## src/rtl/filter_pkg.sv

```systemverilog
// Shared types and constants for the filter window controller: FSM states,
// the packed window descriptor, the reset window and the window legality rule.
package filter_pkg;

    localparam int FWC_GAMMA_CYCLE_WIDTH = 16;
    localparam int FWC_PW                = $clog2(FWC_GAMMA_CYCLE_WIDTH);

    typedef enum logic {
        IDLE = 1'b0,
        RUN  = 1'b1
    } fwc_state_t;

    typedef struct packed {
        logic [FWC_PW-1:0] lo;
        logic [FWC_PW-1:0] hi;
    } win_cfg_t;

    // Widest window: opens one phase after grst and closes on the last phase.
    localparam win_cfg_t FWC_DEFAULT_WIN = '{
        lo: FWC_PW'(1),
        hi: FWC_PW'(FWC_GAMMA_CYCLE_WIDTH - 1)
    };

    // lo must stay clear of the grst phase and the window may not run past the gamma.
    function automatic logic win_cfg_legal(input win_cfg_t w);
        logic w_hi_ok;
        w_hi_ok = (FWC_GAMMA_CYCLE_WIDTH == (1 << FWC_PW)) ||
                  (int'(w.hi) < FWC_GAMMA_CYCLE_WIDTH);
        return (w.lo != '0) && (w.lo <= w.hi) && w_hi_ok;
    endfunction

endpackage

```

## src/rtl/win_cfg_buf.sv

```systemverilog
// Double-buffered window register: legal windows are written straight into the
// active pair while idle, and parked in a shadow until the next gamma boundary while running.
module win_cfg_buf
    import filter_pkg::*;
(
    input  logic     clk,
    input  logic     rst,
    input  logic     i_run,
    input  logic     i_boundary,
    input  logic     i_cfg_valid,
    input  win_cfg_t i_cfg,
    output logic     o_cfg_ready,
    output logic     o_cfg_err,
    output win_cfg_t o_active
);

    win_cfg_t r_active;
    win_cfg_t r_shadow;
    logic     r_shd_vld;
    logic     r_cfg_err;

    logic     w_accept;
    logic     w_legal;
    logic     w_load_shadow;
    logic     w_load_direct;
    logic     w_drain;

    assign o_cfg_ready   = !i_run || !r_shd_vld;
    assign w_accept      = i_cfg_valid && o_cfg_ready;
    assign w_legal       = win_cfg_legal(i_cfg);
    assign w_load_shadow = w_accept && w_legal && i_run;
    assign w_load_direct = w_accept && w_legal && !i_run;

    // A parked window drains on a gamma boundary, or at once if sequencing stopped
    // on the same boundary that accepted it.
    assign w_drain = r_shd_vld && (i_boundary || !i_run);

    always_ff @(posedge clk) begin
        if (rst) begin
            r_active  <= FWC_DEFAULT_WIN;
            r_shd_vld <= 1'b0;
            r_cfg_err <= 1'b0;
        end else begin
            r_cfg_err <= w_accept && !w_legal;

            if (w_load_direct) begin
                r_active <= i_cfg;
            end else if (w_drain) begin
                r_active <= r_shadow;
            end

            if (w_load_shadow) begin
                r_shd_vld <= 1'b1;
            end else if (w_drain) begin
                r_shd_vld <= 1'b0;
            end
        end
    end

    // NOTE: the shadow data has no reset; it is only ever read while r_shd_vld is set.
    always_ff @(posedge clk) begin
        if (w_load_shadow) begin
            r_shadow <= i_cfg;
        end
    end

    assign o_cfg_err = r_cfg_err;
    assign o_active  = r_active;

endmodule

```

## src/rtl/filter_window_ctrl.sv

```systemverilog
// Gamma sequencer for rising-edge filters sharing one window: frames gammas with
// grst, steps sel_greater/sel_lesser at the active lo/hi phases, counts gammas.
module filter_window_ctrl
    import filter_pkg::*;
#(
    parameter int GAMMA_CYCLE_WIDTH = FWC_GAMMA_CYCLE_WIDTH,
    parameter int PW                = $clog2(GAMMA_CYCLE_WIDTH),
    parameter int CNT_W             = 16
) (
    input  logic             aclk,
    input  logic             rst,
    input  logic             start,
    input  logic             stop,
    input  logic             cfg_valid,
    input  logic [PW-1:0]    cfg_lo,
    input  logic [PW-1:0]    cfg_hi,
    output logic             cfg_ready,
    output logic             cfg_err,
    output logic             grst,
    output logic             sel_greater,
    output logic             sel_lesser,
    output logic             gamma_done,
    output logic             busy,
    output logic [CNT_W-1:0] gamma_cnt
);

    localparam logic [PW-1:0] PH_LAST = PW'(GAMMA_CYCLE_WIDTH - 1);

    fwc_state_t       r_state;
    fwc_state_t       w_state_nxt;
    logic [PW-1:0]    r_ph;
    logic             r_stop_pend;
    logic [CNT_W-1:0] r_gamma_cnt;

    logic             w_run;
    logic             w_boundary;
    win_cfg_t         w_cfg_in;
    win_cfg_t         w_active;

    assign w_run      = (r_state == RUN);
    assign w_boundary = w_run && (r_ph == PH_LAST);
    assign w_cfg_in   = '{lo: cfg_lo, hi: cfg_hi};

    win_cfg_buf u_win_cfg_buf (
        .clk         (aclk),
        .rst         (rst),
        .i_run       (w_run),
        .i_boundary  (w_boundary),
        .i_cfg_valid (cfg_valid),
        .i_cfg       (w_cfg_in),
        .o_cfg_ready (cfg_ready),
        .o_cfg_err   (cfg_err),
        .o_active    (w_active)
    );

    // NOTE: state is updated with non-blocking assignments so every register samples pre-edge values.
    always_ff @(posedge aclk) begin
        if (rst) begin
            r_state <= IDLE;
        end else begin
            r_state <= w_state_nxt;
        end
    end

    // NOTE: the default assignment first keeps this block free of inferred latches.
    always_comb begin
        w_state_nxt = r_state;
        unique case (r_state)
            IDLE: if (start) w_state_nxt = RUN;
            RUN:  if (w_boundary && r_stop_pend && !start) w_state_nxt = IDLE;
            default: w_state_nxt = IDLE;
        endcase
    end

    always_comb begin
        grst        = 1'b1;
        sel_greater = 1'b0;
        sel_lesser  = 1'b0;
        gamma_done  = 1'b0;
        busy        = 1'b0;
        if (w_run) begin
            grst        = (r_ph == '0);
            sel_greater = (r_ph >= w_active.lo);
            sel_lesser  = (r_ph >= w_active.hi);
            gamma_done  = (r_ph == PH_LAST);
            busy        = 1'b1;
        end
    end

    // Phase sits at 0 whenever idle, so entering RUN always begins a fresh gamma.
    always_ff @(posedge aclk) begin
        if (rst) begin
            r_ph        <= '0;
            r_stop_pend <= 1'b0;
            r_gamma_cnt <= '0;
        end else begin
            if (w_run && !w_boundary) begin
                r_ph <= r_ph + PW'(1);
            end else begin
                r_ph <= '0;
            end

            // start cancels a pending stop, even when both land in one cycle.
            if (!w_run || start) begin
                r_stop_pend <= 1'b0;
            end else if (w_boundary && r_stop_pend) begin
                r_stop_pend <= 1'b0;
            end else if (stop) begin
                r_stop_pend <= 1'b1;
            end

            if (w_boundary) begin
                r_gamma_cnt <= r_gamma_cnt + CNT_W'(1);
            end
        end
    end

    assign gamma_cnt = r_gamma_cnt;

endmodule

```

## config.mk

```make
export PLATFORM = sky130hd
export DESIGN_NAME = filter_window_ctrl
export DESIGN_NICKNAME = d
export VERILOG_FILES = /design/src/rtl/filter_pkg.sv /design/src/rtl/win_cfg_buf.sv /design/src/rtl/filter_window_ctrl.sv
export SDC_FILE = /design/constraint.sdc
export NUM_CORES = 1
export LEC_CHECK = 0
export CAP_MARGIN = 5
export CORE_ASPECT_RATIO = 1.2
export CORE_MARGIN = 3
export CORE_UTILIZATION = 55
export CTS_CLUSTER_SIZE = 40
export DETAILED_ROUTE_END_ITERATION = 12
export PLACE_DENSITY = 0.83
export REMOVE_ABC_BUFFERS = 1
export SYNTH_ARGS = -nofsm -noshare
export SYNTH_HDL_FRONTEND = slang
export SYNTH_SLANG_ARGS = --single-unit
```

## constraint.sdc

```tcl
create_clock -name aclk -period 2.6 [get_ports aclk]
set_input_delay 0.26 -clock aclk [delete_from_list [all_inputs] [get_ports aclk]]
set_output_delay 0.26 -clock aclk [all_outputs]
set_load 0.05 [all_outputs]
```

; ---- After elaboration in Yosys (flattened, before gate mapping)
; Index checks and enable logic that the tools add are counted.
[op_classes]
n_addsub = 2
order_cmp = 3
n_eq_ne = 1
muxes = 12
bitwise = 2
n_reduce_logical = 25
[op_table]
columns = operator, count
row1 = $add 16x1->16 const B, 1
row2 = $mux 8, 2
row3 = $logic_and 1x1->1, 11
row4 = $mux 1, 9
row5 = $ge 4x4->1, 2
row6 = $logic_not 1->1, 5
row7 = $add 4x1->4 const B, 1
row8 = $eq 4x4->1 const B, 1
row9 = $le 4x4->1, 1
row10 = $logic_not 4->1, 1
row11 = $reduce_bool 2->1, 2
row12 = $reduce_bool 4->1, 1
row13 = $logic_or 1x1->1, 3
row14 = $reduce_or 3->1, 1
row15 = $not 1->1, 2
row16 = $pmux 1 s2, 1
row17 = $reduce_or 2->1, 1
[totals]
ff_bits = 40
output_inout_bits = 23
elab_cells = 55

; ---- Depth between registers and ports, before layout
[logic_depth]
depth_word = 6
ltp_mapped = 8
depth_no_buf = 7

; ---- By module
; A second synthesis with hierarchy kept.
[hier_totals]
cells_unflattened = 224
hier_area_um2 = 2108.3
[by_module_without_submodules]
columns = mod, n_inst, cells_per_inst, area_each_um2, seq_area_each_um2
row1 = filter_window_ctrl, 1, 140, 1179.9, 440.4
row2 = win_cfg_buf, 1, 84, 928.4, 440.4

; ---- Worst setup path before layout
; Ideal clock, no wire load.
[synth_timing]
path_kind = flip-flop to output port
startpoint = register r_ph[0]
endpoint = output port sel_lesser
t_arrival_ns = 1.715
t_required_ns = 2.340
setup_slack_ns = 0.625
path_stages_with_launch = 8
path_buffers = 0
cell_sequence = dfxtp_1 inv_1 ha_1 nand2b_1 a21o_1 a21o_1 a21oi_1 nor2b_1
[synth_via]
elab_chain_cells = 2
[synth_rtl]
columns = item, line
row1 = from (decl), filter_window_ctrl.sv:31  ; logic [PW-1:0] r_ph;
row2 = from (signal assigned), filter_window_ctrl.sv:98  ; r_ph <= r_ph + PW'(1);
row3 = $ge 4x4->1, filter_window_ctrl.sv:84  ; sel_lesser = (r_ph >= w_active.hi);
row4 = $mux 1, filter_window_ctrl.sv:81  ; if (w_run) begin
row5 = to (decl), filter_window_ctrl.sv:21  ; output logic sel_lesser,
; No other way between the ends.

; ---- Worst setup path in the final report
[layout_timing]
startpoint = register r_ph[0]
endpoint = output port sel_greater
[layout_via]
elab_chain_cells = 2
[layout_rtl]
columns = item, line
row1 = $ge 4x4->1, filter_window_ctrl.sv:83  ; sel_greater = (r_ph >= w_active.lo);
row2 = $mux 1, filter_window_ctrl.sv:81
row3 = to (decl), filter_window_ctrl.sv:20  ; output logic sel_greater,
; No other way between the ends.

==> results.txt <==
The run gives 0 as the initial antenna violation count. The family of cells with the greatest summed delay on the critical path was buffers and inverters. For the via count of the first global-routing pass, the log shows 1636. Sequential cells were found to cover 43.1% of the synthesized design area.

The die is 61.6 um wide. The commonest cells after synthesis are dfxtp_1 (32), nor2_1 (23), inv_1 (17). The run gives 2040 um2 as the synthesized area. The total power density per cell area works out to 504 nW/um2. Yosys attributes the largest share of cell area to dfxtp_1 (31%), edfxtp_1 (12%), ha_1 (9.2%).

For the starting utilization of the core area, the log shows 59.1%. The slowest stage of the critical path is the dlygate4sd2_1 cell. Between clock sinks in the finished design, the worst skew comes to 0.00405 ns. In this run the standard cell core region covers 3450 um2. The path with the worst hold slack has its endpoint at r_ph[0]. The run gives 0 as the max-slew violation total from the final report. The die covers 4480 um2. The run gives 2 as the number of H-tree levels. The largest net degree at the start of global routing was 25; the top-area cell type share of the netlist area was 31.4%. Sequential cells account for 52.0% of the total power. STA classifies the critical path endpoint as a primary output.

Wires add up to 4150 um. The flow ran to the end, and the final reports show no timing, DRC or antenna violations. The overflow left after global routing was 0; the clock share of power was 34.6%.

The longest clock path from root to sink contains 2 buffers. In this run switching power makes up 23.7% of total power. In this run the critical register-to-register path is captured at u_win_cfg_buf.o_active[0].

In this run, distinct cell masters in the synthesized netlist total 41. The final critical path takes up 92.8% of the cycle. Wire length of the first global-routing pass: 7270 um. Measured along the y axis, the die boundary spans 72.7 um. Among all flip-flop cells after synthesis, the most frequent one is dfxtp_1. The tools report the global-route total usage across every layer as 21.7%. The number of cells on the worst hold path is 1. The worst setup path is launched from a register. Of all nets on the critical path, the largest fanout is 4. The detailed router placed 1608 vias in this run. Class of the tightest hold or removal check: register to register.

For the number of hold violations in the final report, the log shows 0. At the worst endpoint, the required time is 2.34 ns. The maximum resistive drop on vdd was 305 uV; the clock slew seen by the registers of the worst setup and hold paths was 0.07 ns.

The max-cap check violation count is 0, and the relative slew slack is 52.5%. The floorplan has 23 rows. Setup violations remaining at the end of the flow were counted as 0. The shortest clock period the worst path allows after layout works out to 2.41 ns. The analysis attributes to net switching a power of 303 uW. After routing, the total negative slack on setup checks comes to 0 ns. The analysis attributes to cell leakage a power of 0.00101 uW. For the setup slack of the worst register-to-register path, the log shows 0.64 ns.

The design draws 1280 uW. Cell with the most instances on the worst path: a21o_1. After synthesis, the share of flip-flops with an asynchronous set or reset is 0%.

The worst hold path begins at r_ph[0]. The post-route netlist has 10.4% of its cells at a drive strength greater than 1. The antenna diode count was 0; the placer's final routability congestion estimate was 0.813. The first TritonRoute pass finished after 4 iterations. The clock net in this run drives a total of 40 sinks. The arrival time of the worst setup path was 2.15 ns; the total number of yosys warnings was 0. The post-route DRC violation count was 0; the number of enable flip-flop cells after synthesis was 8. The post-detailed-route count of antenna-violating nets came out at 0. The source of the worst register-to-register timing path was r_ph[1].

Design internal power: 974 uW. The final core utilization was 73.4%. The count of cells along the worst register-to-register path was 7; the net count reported at finish was 278. Gate count after technology mapping: 210. Walking the worst path, the cells encountered are inv_1 -> ha_1 -> nand2b_1 -> a21o_1 -> a21o_1 -> a21oi_1 -> nor2b_1 -> dlygate4sd2_1. The leading cell type by number of instances after synthesis was dfxtp_1.

In the final routed layout, each cell accounts on average for 14.4 um. The buffer cell driving the clock tree root was clkbuf_8. The HPWL after detailed placement is 3070 um.

Of the total power, combinational logic draws 13.4%. The timing-limited maximum frequency is 0.414 GHz. The clock reaches the later pin of the worst-skew pair after 0.29 ns. The path type of the worst setup path is register to primary output.

In this run, the number of DRC markers left after iteration 0 of detailed routing was 54. The total I/O pin count is 36, and the area growth from synthesis to final layout is 24.1%. TritonCTS created 5 clock buffers. The cell type contributing the most total cell area after synthesis was dfxtp_1.

The post-detailed-route via-to-cell ratio came out at 5.58. For the pin with the worst max-slew slack, the measured transition is 0.705 ns. TritonCTS built the clock tree. After synthesis the netlist holds a flip-flop and latch count of 40. The critical path buffer and inverter count works out to 2.

The quantity of I/O buffers inserted on ports is 35. Setup repair after global routing left no endpoint under its margin. Hold repair after CTS inserted 0 buffers.

The post-synthesis area per instance came out at 9.72 um2. The largest single stage delay on the critical path is 0.42 ns.
[power by group through the flow]
| stage | combinational (uW) | sequential, uW | clock [uW] |
|---|---|---|---|
| after floorplan | 98.3 | 682 | 0 |
| after global placement | 165 | 677 | 0 |
| after detailed placement | 172 | 678 | 0 |
| after CTS | 173 | 664 | 455 |
| after global routing | 189 | 666 | 482 |
| final | 171 | 664 | 441 |
[logic make-up (layout without fill, tap and decap cells)]
group | Yosys count | count (layout) | synth area share, %
compound gates | 30 | 30 | 12.5
xor+xnor | 14 | 14 | 6.00
fa+ha+maj | 15 | 15 | 9.19
buf+inv | 25 | 66 | 5.39
flops | 40 | 40 | 43.1
mux | 7 | 7 | 3.49
simple gates | 79 | 79 | 20.3
[metrics by stage]
step / hold WS, ns / area [um2] / instances / setup slack, ns
floorplan: 0.325 / 2000 / 202 / 0.123
global placement: 0.447 / 2430 / 280 / 0.208
detailed placement: 0.454 / 2430 / 280 / 0.107
CTS: 0.469 / 2530 / 288 / 0.150
global route: 0.488 / 2530 / 288 / 0.0685
finish: 0.465 / 2530 / 288 / 0.187
[cell type report]
cell class	count	area, um2
well taps	37	46.3
fillers	257	920
repair buffers	41	392
multi-input cells	145	1050
inverters	17	63.8
clock buffers	8	100
flip-flops and latches	40	881
[cells in the final DEF, fill, tap and decap left out, types with 2 or more instances in the layout]
master | Yosys | final
clkdlybuf4s50_1 | 0 | 33
dfxtp_1 | 32 | 32
nor2_1 | 23 | 23
inv_1 | 17 | 17
ha_1 | 15 | 15
nand2_1 | 13 | 13
xnor2_1 | 10 | 10
nand3_1 | 9 | 9
a21o_1 | 8 | 8
edfxtp_1 | 8 | 8
a21oi_1 | 7 | 7
nor3_1 | 7 | 7
clkbuf_8 | 0 | 7
buf_4 | 1 | 7
mux2i_1 | 6 | 6
nand2b_1 | 5 | 5
nor2b_1 | 4 | 4
xor2_1 | 4 | 4
or3_1 | 4 | 4
nand4_1 | 3 | 3
and3_1 | 3 | 3
o211ai_2 | 3 | 3
a211oi_2 | 3 | 3
o21ai_0 | 3 | 3
and4_1 | 2 | 2
[state kept, by name, summed over array words and instances, names as in the netlist]
register and count:
gamma_cnt 16, u_win_cfg_buf.o_active 8, u_win_cfg_buf.r_shadow 8, r_ph 4
r_state 1, r_stop_pend 1, u_win_cfg_buf.o_cfg_err 1, u_win_cfg_buf.r_shd_vld 1
[layer usage]
layer / track usage, % / part of all wire [%] / vias to the layer above / routed length, um
li1: - / - / 804 / -
met1: 26.5 / 43 / 765 / 1800
met2: 36.6 / 51 / 32 / 2110
met3: 4.96 / 4.0 / 7 / 167
met4: 7.78 / 1.6 / 0 / 67
met5: 0 / 0 / - / 0
[timing repair]
action | CTS | global route
setup endpoints to repair | 1 | 0
buffers inserted | 0 | 0
hold endpoints to repair | 0 | 0
gates resized for setup | 1 | 0
[how the worst max path moves through the flow]
stage	start	endpoint	slack [ns]	cells past startpoint
2_1_floorplan	r_ph[1]	u_win_cfg_buf.o_active[0]	0.12	6
3_3_place_gp	cfg_lo[1]	u_win_cfg_buf.r_shadow[1]	0.21	7
3_5_place_dp	cfg_hi[3]	u_win_cfg_buf.r_shadow[5]	0.11	7
4_1_cts	r_ph[0]	sel_greater	0.15	8
5_1_grt	r_ph[0]	sel_greater	0.07	8
6_report	r_ph[0]	sel_greater	0.19	8
No activity file was read; power rests on OpenSTA's default activity.
